<file path="config.mk">
export PLATFORM = sky130hd
export DESIGN_NAME = priority_req_sched_flat
export DESIGN_NICKNAME = d
export VERILOG_FILES = /design/src/rtl/priority_req_sched_if.sv /design/src/rtl/priority_req_sched.sv /design/src/flat_wrapper.sv
export SDC_FILE = /design/constraint.sdc
export NUM_CORES = 1
export LEC_CHECK = 0
export ABC_AREA = 1
export BUFFER_PORTS_ARGS = -buffer_cell sky130_fd_sc_hd__buf_4
export CAP_MARGIN = 20
export CELL_PAD_IN_SITES_DETAIL_PLACEMENT = 0
export CELL_PAD_IN_SITES_GLOBAL_PLACEMENT = 1
export CORE_MARGIN = 1.5
export CORE_UTILIZATION = 36
export CTS_BUF_LIST = sky130_fd_sc_hd__clkbuf_2 sky130_fd_sc_hd__clkbuf_4 sky130_fd_sc_hd__clkbuf_8
export DETAILED_ROUTE_END_ITERATION = 10
export PLACE_DENSITY_LB_ADDON = 0.1
export SETUP_SLACK_MARGIN = 0.05
export SLEW_MARGIN = 30
export SYNTH_ARGS = -nofsm -noshare
export SYNTH_HDL_FRONTEND = slang
export SYNTH_SLANG_ARGS = --single-unit
</file>
<file path="constraint.sdc">
create_clock -name clk -period 1.2 [get_ports clk]
set_input_delay 0.24 -clock clk [delete_from_list [all_inputs] [get_ports clk]]
set_output_delay 0.24 -clock clk [all_outputs]
set_load 0.01 [all_outputs]
</file>
<file path="src/rtl/priority_req_sched_if.sv">
// priority_req_sched_if
// Bundles the request / grant handshake and status signals of priority_req_sched.
//   slave  : the scheduler (drives grant_*, pending_o, busy_o, grant_cnt_o)
//   master : the environment (drives req_i, grant_ready_i)
// Signals:
//   req_i          N_REQ  request pulses, bit k = source k
//   grant_ready_i  1      downstream accepts grant
//   grant_valid_o  1      grant offered
//   grant_idx_o    IDX_W  index of granted source
//   grant_onehot_o N_REQ  one-hot form of grant_idx_o
//   pending_o      N_REQ  sticky pending vector
//   busy_o         1      pending or offering
//   grant_cnt_o    CNT_W  completed handshakes (wrapping)
interface priority_req_sched_if #(
  parameter int N_REQ = 4,
  parameter int CNT_W = 16,
  parameter int IDX_W = $clog2(N_REQ)
);
  logic [N_REQ-1:0] req_i;
  logic             grant_ready_i;
  logic             grant_valid_o;
  logic [IDX_W-1:0] grant_idx_o;
  logic [N_REQ-1:0] grant_onehot_o;
  logic [N_REQ-1:0] pending_o;
  logic             busy_o;
  logic [CNT_W-1:0] grant_cnt_o;

  modport slave (
    input  req_i, grant_ready_i,
    output grant_valid_o, grant_idx_o, grant_onehot_o, pending_o, busy_o, grant_cnt_o
  );

  modport master (
    output req_i, grant_ready_i,
    input  grant_valid_o, grant_idx_o, grant_onehot_o, pending_o, busy_o, grant_cnt_o
  );
endinterface

</file>
<file path="src/rtl/priority_req_sched.sv">
// priority_req_sched
// Collects single-cycle request pulses into sticky pending bits and offers one
// pending source at a time on a valid/ready grant handshake, lowest index first.
// Back-to-back grants are issued one per cycle while work remains.
// Ports:
//   clk  rising-edge clock
//   rst  asynchronous reset, active-high
//   bus  priority_req_sched_if.slave (req_i, grant_ready_i in; grant_valid_o,
//        grant_idx_o, grant_onehot_o, pending_o, busy_o, grant_cnt_o out)
// Optional feature macro: PRIO_AGING_EN
//   When defined, each source carries a saturating age counter that counts
//   handshakes it lost while pending; a source at AGE_MAX wins ahead of plain
//   priority (lowest such index first). When undefined, no age logic exists.
//
// state    | meaning
// ---------+-----------------------------------------------------------
// ST_IDLE  | no offer outstanding; latch a winner as soon as pending != 0
// ST_OFFER | grant_valid_o high, idx/onehot held until handshake
module priority_req_sched #(
  parameter int N_REQ   = 4,
  parameter int CNT_W   = 16,
  parameter int AGE_MAX = 8
) (
  input  logic                clk,
  input  logic                rst,
  priority_req_sched_if.slave bus
);
  localparam int IDX_W = $clog2(N_REQ);

  if (N_REQ < 2 || N_REQ > 16 || AGE_MAX < 1) begin : g_bad_param
    $error("priority_req_sched: parameter out of range");
  end

  typedef enum logic {ST_IDLE, ST_OFFER} state_t;

  state_t           state_q;
  logic [N_REQ-1:0] pending_q;
  logic [N_REQ-1:0] pending_d;
  logic             valid_q;
  logic [IDX_W-1:0] idx_q;
  logic [N_REQ-1:0] onehot_q;
  logic [CNT_W-1:0] cnt_q;

  logic             hs;
  logic [N_REQ-1:0] hs_clr;
  logic [N_REQ-1:0] remain;
  logic [N_REQ-1:0] cand;
  logic [N_REQ-1:0] age_hit;
  logic [IDX_W-1:0] win_idx;
  logic [N_REQ-1:0] win_onehot;

  // Walking from the top down lets the lowest set index overwrite last,
  // which is the same decision as an if / else-if chain from index 0.
  function automatic logic [IDX_W-1:0] lowest_idx(input logic [N_REQ-1:0] v);
    logic [IDX_W-1:0] r;
    r = '0;
    for (int k = N_REQ - 1; k >= 0; k--) begin
      if (v[k]) r = IDX_W'(k);
    end
    return r;
  endfunction

  assign hs     = valid_q & bus.grant_ready_i;
  assign hs_clr = hs ? onehot_q : '0;
  // New request on the same bit as the handshake wins: OR after the clear.
  assign remain    = (pending_q & ~hs_clr) | bus.req_i;
  assign pending_d = remain;

  // IDLE arbitrates on the registered pending vector (one cycle after the
  // pulse); a handshake re-arbitrates on what is left plus same-cycle pulses.
  assign cand = (state_q == ST_OFFER) ? remain : pending_q;

`ifdef PRIO_AGING_EN
  localparam int AGE_W = $clog2(AGE_MAX + 1);
  localparam logic [AGE_W-1:0] AGE_TOP = AGE_W'(AGE_MAX);

  logic [AGE_W-1:0] age_q [N_REQ];
  logic [AGE_W-1:0] age_d [N_REQ];

  // Updated ages feed the same-cycle decision so the source that just reached
  // AGE_MAX takes the very next grant.
  always_comb begin
    age_hit = '0;
    for (int k = 0; k < N_REQ; k++) begin
      age_d[k] = age_q[k];
      if (hs && onehot_q[k]) begin
        age_d[k] = '0;
      end else if (hs && pending_q[k] && (age_q[k] != AGE_TOP)) begin
        age_d[k] = age_q[k] + AGE_W'(1);
      end
      age_hit[k] = cand[k] && (age_d[k] == AGE_TOP);
    end
  end

  always_ff @(posedge clk or posedge rst) begin
    if (rst) begin
      for (int k = 0; k < N_REQ; k++) age_q[k] <= '0;
    end else begin
      for (int k = 0; k < N_REQ; k++) age_q[k] <= age_d[k];
    end
  end
`else
  assign age_hit = '0;
`endif

  always_comb begin
    if (|age_hit) win_idx = lowest_idx(age_hit);
    else          win_idx = lowest_idx(cand);
    win_onehot = N_REQ'(1) << win_idx;
  end

  always_ff @(posedge clk or posedge rst) begin
    if (rst) begin
      state_q   <= ST_IDLE;
      pending_q <= '0;
      valid_q   <= 1'b0;
      idx_q     <= '0;
      onehot_q  <= '0;
      cnt_q     <= '0;
    end else begin
      pending_q <= pending_d;
      if (hs) cnt_q <= cnt_q + CNT_W'(1);
      case (state_q)
        ST_IDLE: begin
          if (|pending_q) begin
            state_q  <= ST_OFFER;
            valid_q  <= 1'b1;
            idx_q    <= win_idx;
            onehot_q <= win_onehot;
          end
        end
        ST_OFFER: begin
          if (hs) begin
            if (|remain) begin
              idx_q    <= win_idx;
              onehot_q <= win_onehot;
            end else begin
              state_q  <= ST_IDLE;
              valid_q  <= 1'b0;
              idx_q    <= '0;
              onehot_q <= '0;
            end
          end
        end
        default: begin
          state_q  <= ST_IDLE;
          valid_q  <= 1'b0;
          idx_q    <= '0;
          onehot_q <= '0;
        end
      endcase
    end
  end

  assign bus.grant_valid_o  = valid_q;
  assign bus.grant_idx_o    = idx_q;
  assign bus.grant_onehot_o = onehot_q;
  assign bus.pending_o      = pending_q;
  assign bus.busy_o         = (|pending_q) | valid_q;
  assign bus.grant_cnt_o    = cnt_q;
endmodule

</file>
<file path="src/flat_wrapper.sv">
// flat-port wrapper written by rule: the top's interface ports become plain ports
module priority_req_sched_flat 
#(
  parameter int N_REQ   = 4,
  parameter int CNT_W   = 16,
  parameter int AGE_MAX = 8
)
  (clk, rst, bus_req_i, bus_grant_ready_i, bus_grant_valid_o, bus_grant_idx_o, bus_grant_onehot_o, bus_pending_o, bus_busy_o, bus_grant_cnt_o);
  priority_req_sched_if #(.N_REQ(N_REQ), .CNT_W(CNT_W)) bus_i ();
  input  logic clk;
  input  logic rst;
  input wire logic [$bits(bus_i.req_i)-1:0] bus_req_i;
  input wire logic [$bits(bus_i.grant_ready_i)-1:0] bus_grant_ready_i;
  output wire logic [$bits(bus_i.grant_valid_o)-1:0] bus_grant_valid_o;
  output wire logic [$bits(bus_i.grant_idx_o)-1:0] bus_grant_idx_o;
  output wire logic [$bits(bus_i.grant_onehot_o)-1:0] bus_grant_onehot_o;
  output wire logic [$bits(bus_i.pending_o)-1:0] bus_pending_o;
  output wire logic [$bits(bus_i.busy_o)-1:0] bus_busy_o;
  output wire logic [$bits(bus_i.grant_cnt_o)-1:0] bus_grant_cnt_o;
  assign bus_i.req_i = bus_req_i;
  assign bus_i.grant_ready_i = bus_grant_ready_i;
  assign bus_grant_valid_o = bus_i.grant_valid_o;
  assign bus_grant_idx_o = bus_i.grant_idx_o;
  assign bus_grant_onehot_o = bus_i.grant_onehot_o;
  assign bus_pending_o = bus_i.pending_o;
  assign bus_busy_o = bus_i.busy_o;
  assign bus_grant_cnt_o = bus_i.grant_cnt_o;
  priority_req_sched #(.N_REQ(N_REQ), .CNT_W(CNT_W), .AGE_MAX(AGE_MAX)) u_core (.clk(clk), .rst(rst), .bus(bus_i));
endmodule
</file>
==> results of run 1 <==
layer usage:
metal | global-route usage | routed length [um] | vias up
li1 | - | - | 705
met2 | 0.353 | 2070 | 37
met4 | 0.0651 | 53 | 0
met3 | 0.0291 | 134 | 10
met5 | 0 | 0 | -
met1 | 0.250 | 1840 | 700
where the power goes:
part           internal (W)  switching [W]  total, W  leakage [nW]
clock network      0.000294       0.000307  0.000601        0.0288
registers           0.00108       0.000122   0.00121         0.329
logic              0.000954       0.000657   0.00161         0.983
total               0.00233        0.00109   0.00342          1.34
logic make-up after synthesis:
logic type	share of synthesized area
AND/OR/NAND/NOR	0.301
flip-flops	0.500
buffers and inverters	0.0696
XOR/XNOR	0.0937
AO/OA/AOI/OAI	0.0196
multiplexers	0.00803
adder cells (fa/ha/maj)	0.00892
final timing paths:
| kind | to | cells after the start |
|---|---|---|
| min in group clk | u_core.bus.pending_o[3]$_DFF_PP0_ | 3 |
| min | u_core.bus.grant_onehot_o[3]$_DFFE_PP0P_ | 3 |
| max | bus_busy_o | 4 |
| max in group asynchronous | u_core.bus.grant_valid_o$_DFFE_PP0P_ | 3 |
| max reg2reg | u_core.bus.grant_onehot_o[0]$_DFFE_PP0P_ | 11 |
| min reg2reg | u_core.bus.grant_cnt_o[15]$_DFFE_PP0N_ | 1 |
what timing repair did:
item,4_1_cts,5_1_grt
cloned,1,0
hold endpoints to repair,0,0
setup endpoints to repair,42,46
pin swaps,28,8
gates resized for setup,79,31
buffers inserted,26,15
final cells by class:
type	instances	share of cell area
clock buffer	4	0.0210
inverter	26	0.0391
sequential	28	0.269
tap	48	0.0229
timing repair buffer	95	0.336
multi-input combinational	107	0.309
timing repair inverter	1	0.00286
Yosys cell counts:
master     n  area, um2
dfrtp_1   28        701
nor3_4     1       16.3
o22ai_1    2       12.5
o21ai_0    3       15.0
nor3_1     2       10.0
xnor2_1    7       61.3
nand3_1   15       75.1
inv_1     26       97.6
xor2_1     8       70.1
nand3b_1   1       7.51
ha_1       1       12.5
mux2_2     1       11.3
nand2_4    1       11.3
nand4_4    1       21.3
nor2_1     7       26.3
nor2_4     3       33.8
nand4_1    5       31.3
nand2_2    1       6.26
or2_2      1       6.26
nand2_1   47        176
sequential cells by signal, indices dropped and copies added, names as in the netlist:
signal                     flops
u_core.bus.grant_valid_o       1
u_core.state_q                 1
u_core.bus.grant_idx_o         2
u_core.bus.grant_cnt_o        16
u_core.bus.grant_onehot_o      4
u_core.bus.pending_o           4
critical path, cell delays in order, from the launching register on:
cell     delay [ns]
dfrtp_1        0.42
inv_2          0.07
nand4_1        0.12
or2_4          0.25
buf_6          0.12
layout by cell type (no fill, tap or decap), types with 2 or more instances in the layout:
| master | netlist | routed |
|---|---|---|
| xnor2_1 | 7 | 3 |
| inv_2 | 0 | 7 |
| nor2_2 | 0 | 2 |
| nand2_1 | 47 | 27 |
| xor2_1 | 8 | 8 |
| buf_4 | 0 | 50 |
| nand3_1 | 15 | 7 |
| nand3_4 | 0 | 2 |
| nand2_8 | 0 | 2 |
| clkbuf_8 | 0 | 4 |
| nand3_2 | 0 | 6 |
| buf_6 | 0 | 45 |
| inv_4 | 0 | 2 |
| nand4_1 | 5 | 5 |
| dfrtp_2 | 0 | 5 |
| nor2_1 | 7 | 4 |
| nand2_4 | 1 | 3 |
| xnor2_2 | 0 | 4 |
| o21ai_1 | 0 | 3 |
| dfrtp_1 | 28 | 23 |
| inv_1 | 26 | 17 |
| nand2_2 | 1 | 17 |
| nor2_4 | 3 | 4 |
metrics by stage:
stage / power, W / setup slack [ns] / hold slack, ns / utilization / setup TNS [ns]
after floorplan: 0.00162 / -0.101 / 0.305 / - / -0.528
after global placement: 0.00215 / -0.124 / 0.334 / 0.539 / -1.00
after detailed placement: 0.00217 / -0.132 / 0.354 / 0.539 / -1.36
after CTS: 0.00326 / -0.251 / 0.0468 / 0.665 / -2.35
after global routing: 0.00359 / -0.342 / 0.0666 / 0.711 / -5.49
final: 0.00342 / -0.292 / 0.0315 / 0.711 / -3.75
==> impl_metrics.tcl, run 1 <==
set metrics [dict create \
    num_io_pins 35 \
    cap_violations 0 \
    yosysUniqueCellTypes 20 \
    p_leak_nw 1.34 \
    drv_slew 0 \
    crit_fanout 2 \
    arrival_ns 1.25 \
    drtIter0Drc 89 \
    nets 270 \
    end_kind "output port" \
    grt_pass1_vias 1487 \
    clk_path_buf_depth 2 \
    globalplace.congestion 0.837 \
    ctsHoldBuffers 0 \
    fin_ws_ns -0.292 \
    critical_path.startpoint_type "register" \
    powerDensity_nw_per_um2 1300 \
    dp_hpwl_um 2550 \
    clkTransAtPathRegs_ns 0.10 \
    max_freq_mhz 670 \
    start_util 0.380 \
    drt_drc_violations_left 0 \
    core_um2 3690 \
    rsz0062_at_grt "yes" \
    r2r_slack_ns -0.22 \
    ctsRootBufferMaster "clkbuf_8" \
    max_slew_margin 0.753 \
    cts_sinks 28 \
    crit_path_start "u_core.bus.pending_o[3]$_DFF_PP0_" \
    antenna_found_initial 0 \
    drive_gt1_frac 0.617 \
    drtAntennaViolNets 0 \
    violations "negative setup slack" \
    skew_ns 0.00222 \
    diodes 0 \
    die_w_um 65.4 \
    design_area_um2 2620 \
    wl_per_cell_um 13.2 \
    status "complete, but fails checks" \
    die_h_um 65.4 \
    rows 22 \
    syn_to_final_growth_pct 87.1 \
    fillers 296 \
    grt_pass1_wl_um 6570 \
    finalCriticalPeriod_ns 1.49 \
    worst_pin_slew_ns 0.371 \
    regArea_um2 707 \
    seq_area_frac_synth 0.500 \
    vias 1452 \
    grt_max_degree 29 \
    finalNonFillerCells 309 \
    wirelength_um 4090 \
    worst-setup-path-type "reg2out" \
    die_area_um2 4280 \
    irDropWorstVdd_v 0.00137 \
    syn-instance-count 161 \
    hold_path.class "in2async" \
    timing_hold_violations_final 0 \
    worst_ep_required_time_ns 0.96 \
    post-route-period-util 1.24 \
    numCtsBuffers 3 \
    synth_area_um2 1400 \
    port_buffers 34 \
    worstReg2RegStart "u_core.bus.grant_valid_o$_DFFE_PP0P_" \
    ys_ff_latch 28 \
    yosys_warnings 0 \
    dp.cells 277 \
    place_area_um2 1990 \
    cts_tree "built" \
    multi_input_comb_area_um2 810 \
    overflow 0 \
    syn_avg_cell_area_um2 8.71 \
    via_per_inst 4.70 \
    dr.pass1.iters 4 \
    grt_usage 0.200 \
    setup_violations 24 \
    clk_latency_ns 0.28 \
    cts_max_level 1 \
    synth_nets 169 \
]
Note: power is estimated with default switching activity, not from simulation.
==> run 2, diff against run 1 <==
Settings changed: ABC_AREA 1 to not set, CORE_UTILIZATION 36 to 38.
==> run 2 against run 1 <==
  * The run still ends with negative setup slack left
  * Synthesized cell count down 16%
  * Fmax down 7.7%
  * Worst hold slack better by 0.15 ns
  * Final area is 3.7% higher
==> impl_metrics.tcl, run 2 <==
set metrics [dict create \
    arrival_ns 1.78 \
    syn-instance-count 136 \
    antenna_found_initial 0 \
    cap_violations 0 \
    grt_max_degree 19 \
    place_area_um2 2140 \
    largest_reg_flops 16 \
    crit_path_max_incr_delay_ns 0.46 \
    finalCriticalPeriod_ns 1.62 \
    nets 253 \
    synth_nets 144 \
    switching_share 0.296 \
    drtIter0Drc 59 \
    post-route-period-util 1.35 \
    synthTopCellsByCount "28 x dfrtp_1, 15 x nand2_1, 13 x xnor2_1" \
    timing_hold_violations_final 0 \
    synth_area_leaders "dfrtp_1 48%, xnor2_1 7.7%, nand2_1 3.8%" \
    drtAntennaViolNets 0 \
    die_area_um2 4260 \
    worst_ep_required_time_ns 1.37 \
    vias 1528 \
    clkTransAtPathRegs_ns 0.10 \
    p_leak_nw 1.24 \
    max_freq_mhz 619 \
    synth-edff-count 0 \
    yosys.area.top_type_share 0.476 \
    hold_path.class "in2reg" \
    fin_ws_ns -0.416 \
    synthFlopType "dfrtp_1" \
    globalplace.congestion 0.876 \
    wl_per_cell_um 15.1 \
    layout_common_cells "64 x buf_4, 44 x buf_6, 20 x dfrtp_1" \
    seq_power_share 0.360 \
    clockPowerShare 0.224 \
    fillers 253 \
    grt_usage 0.222 \
    drt_drc_violations_left 0 \
    crit_path_top_delay_cell "dfrtp_2" \
    yosysMostFrequentCell "dfrtp_1" \
    p_int_w 0.00236 \
    overflow 0 \
    numCtsBuffers 3 \
    ys_async_sr_fraction 1.00 \
    layout.cells.most_common "buf_4" \
    dr.pass1.iters 5 \
    clk_path_buf_depth 2 \
    skew_ns 0.00708 \
    ys_ff_latch 28 \
    synth_area_um2 1470 \
    status "complete, but fails checks" \
    core_um2 3690 \
    yosysUniqueCellTypes 37 \
    die_h_um 65.3 \
    irDropWorstVdd_v 0.000714 \
    cts_tree "built" \
    num_io_pins 35 \
    rsz0062_at_grt "yes" \
    powerDensity_nw_per_um2 1230 \
    cts_sinks 28 \
    drv_slew 0 \
    p_comb_frac 0.416 \
    grt_pass1_vias 1570 \
    worst-setup-path-type "reg2reg" \
    setup_violations 29 \
    wirelength_um 4410 \
    path_cells "buf_4 > buf_4 > a221o_2 > o21ai_4 > a22oi_2" \
    design_area_um2 2720 \
    die_w_um 65.3 \
    max_slew_margin 0.667 \
    yosys_warnings 0 \
    via_per_inst 5.23 \
    critical_path.startpoint_type "register" \
    dp_hpwl_um 2940 \
    port_buffers 34 \
    crit_fanout 4 \
    violations "negative setup slack" \
    cp_common_cell "buf_4" \
    syn_to_final_growth_pct 84.8 \
    drive_gt1_frac 0.623 \
    worst_pin_slew_ns 0.487 \
    syn_avg_cell_area_um2 10.8 \
    pre_cts_ws_ns -0.346 \
    seq_area_frac_synth 0.476 \
    start_util 0.399 \
    ctsRootBufferMaster "clkbuf_8" \
    clk_latency_ns 0.28 \
    rows 22 \
    end_kind "register" \
    synth_area_leader_cell "dfrtp_1" \
    diodes 0 \
    p_switching_w 0.000994 \
    cts_max_level 1 \
    grt_pass1_wl_um 7370 \
]
## run 2: cell families (layout without fill, tap and decap cells)
family | Yosys count | in the layout | synth area share
xor+xnor | 15 | 15 | 0.0892
fa+ha+maj | 1 | 1 | 0.00849
simple gates | 57 | 57 | 0.243
flops | 28 | 28 | 0.476
compound gates | 28 | 28 | 0.153
buf+inv | 7 | 115 | 0.0306
## run 2: worst max-delay path: cells and delay by family, from the launching register on
| kind | cells | cell delay, ns |
|---|---|---|
| flip-flops | 1 | 0.46 |
| AO/OA/AOI/OAI | 3 | 0.77 |
| buffers and inverters | 2 | 0.27 |
## run 2: area by class of cell
| class | count | area [um2] | area share |
|---|---|---|---|
| repair buffers | 109 | 986 | 0.362 |
| multi-input cells | 101 | 886 | 0.326 |
| flip-flops and latches | 28 | 711 | 0.261 |
| well taps | 48 | 60.1 | 0.0221 |
| clock buffers | 3 | 41.3 | 0.0152 |
| clock inverters | 1 | 30.0 | 0.0110 |
| inverters | 2 | 7.51 | 0.00276 |
## run 2: power by group through the flow
stage | Sequential [W] | Clock, W | Combinational [W]
after floorplan | 0.00129 | 0 | 0.000298
after global placement | 0.00118 | 0 | 0.000940
after detailed placement | 0.00119 | 0 | 0.000961
after CTS | 0.00119 | 0.000763 | 0.00129
after global routing | 0.00122 | 0.000810 | 0.00149
final | 0.00121 | 0.000753 | 0.00139
## run 2: repair_timing
item	CTS	global route
hold buffers	1	0
pin swaps	23	22
setup endpoints to repair	40	43
endpoints found under the hold margin	10	0
buffers inserted	18	15
gates resized for setup	56	24
## run 2: final timing paths
check | from | to | slack [ns] | cells past startpoint
min in group asynchronous | rst | u_core.bus.grant_cnt_o[13]$_DFFE_PP0N_ | 0.51 | 4
setup reg to reg | u_core.bus.pending_o[0]$_DFF_PP0_ | u_core.bus.grant_idx_o[0]$_DFFE_PP0P_ | -0.42 | 5
max in group asynchronous | rst | u_core.bus.grant_cnt_o[0]$_DFFE_PP0N_ | 0.41 | 4
hold reg to reg | u_core.bus.grant_cnt_o[15]$_DFFE_PP0N_ | u_core.bus.grant_cnt_o[15]$_DFFE_PP0N_ | 0.47 | 1
setup / recovery | u_core.bus.pending_o[0]$_DFF_PP0_ | u_core.bus.grant_idx_o[0]$_DFFE_PP0P_ | -0.42 | 5
hold / removal | bus_req_i[1] | u_core.bus.pending_o[1]$_DFF_PP0_ | 0.18 | 2
## run 2: metal layers
layer,up-vias,part of all wire,wire (um),track usage
met1,752,0.41,1810,0.274
li1,717,-,-,-
met5,-,0,0,0
met2,53,0.53,2330,0.386
met3,6,0.044,195,0.0308
met4,0,0.017,74,0.0964
## run 2: metrics by stage
step                utilization  hold slack [ns]  total power, W  cells  setup TNS, ns
floorplan                     -            0.305         0.00159    136          -2.57
global placement          0.580            0.255         0.00212    262          -3.73
detailed placement        0.580            0.259         0.00215    262          -4.22
CTS                       0.701            0.178         0.00324    284          -5.26
global route              0.738            0.188         0.00352    292          -7.59
finish                    0.738            0.181         0.00335    292          -5.80
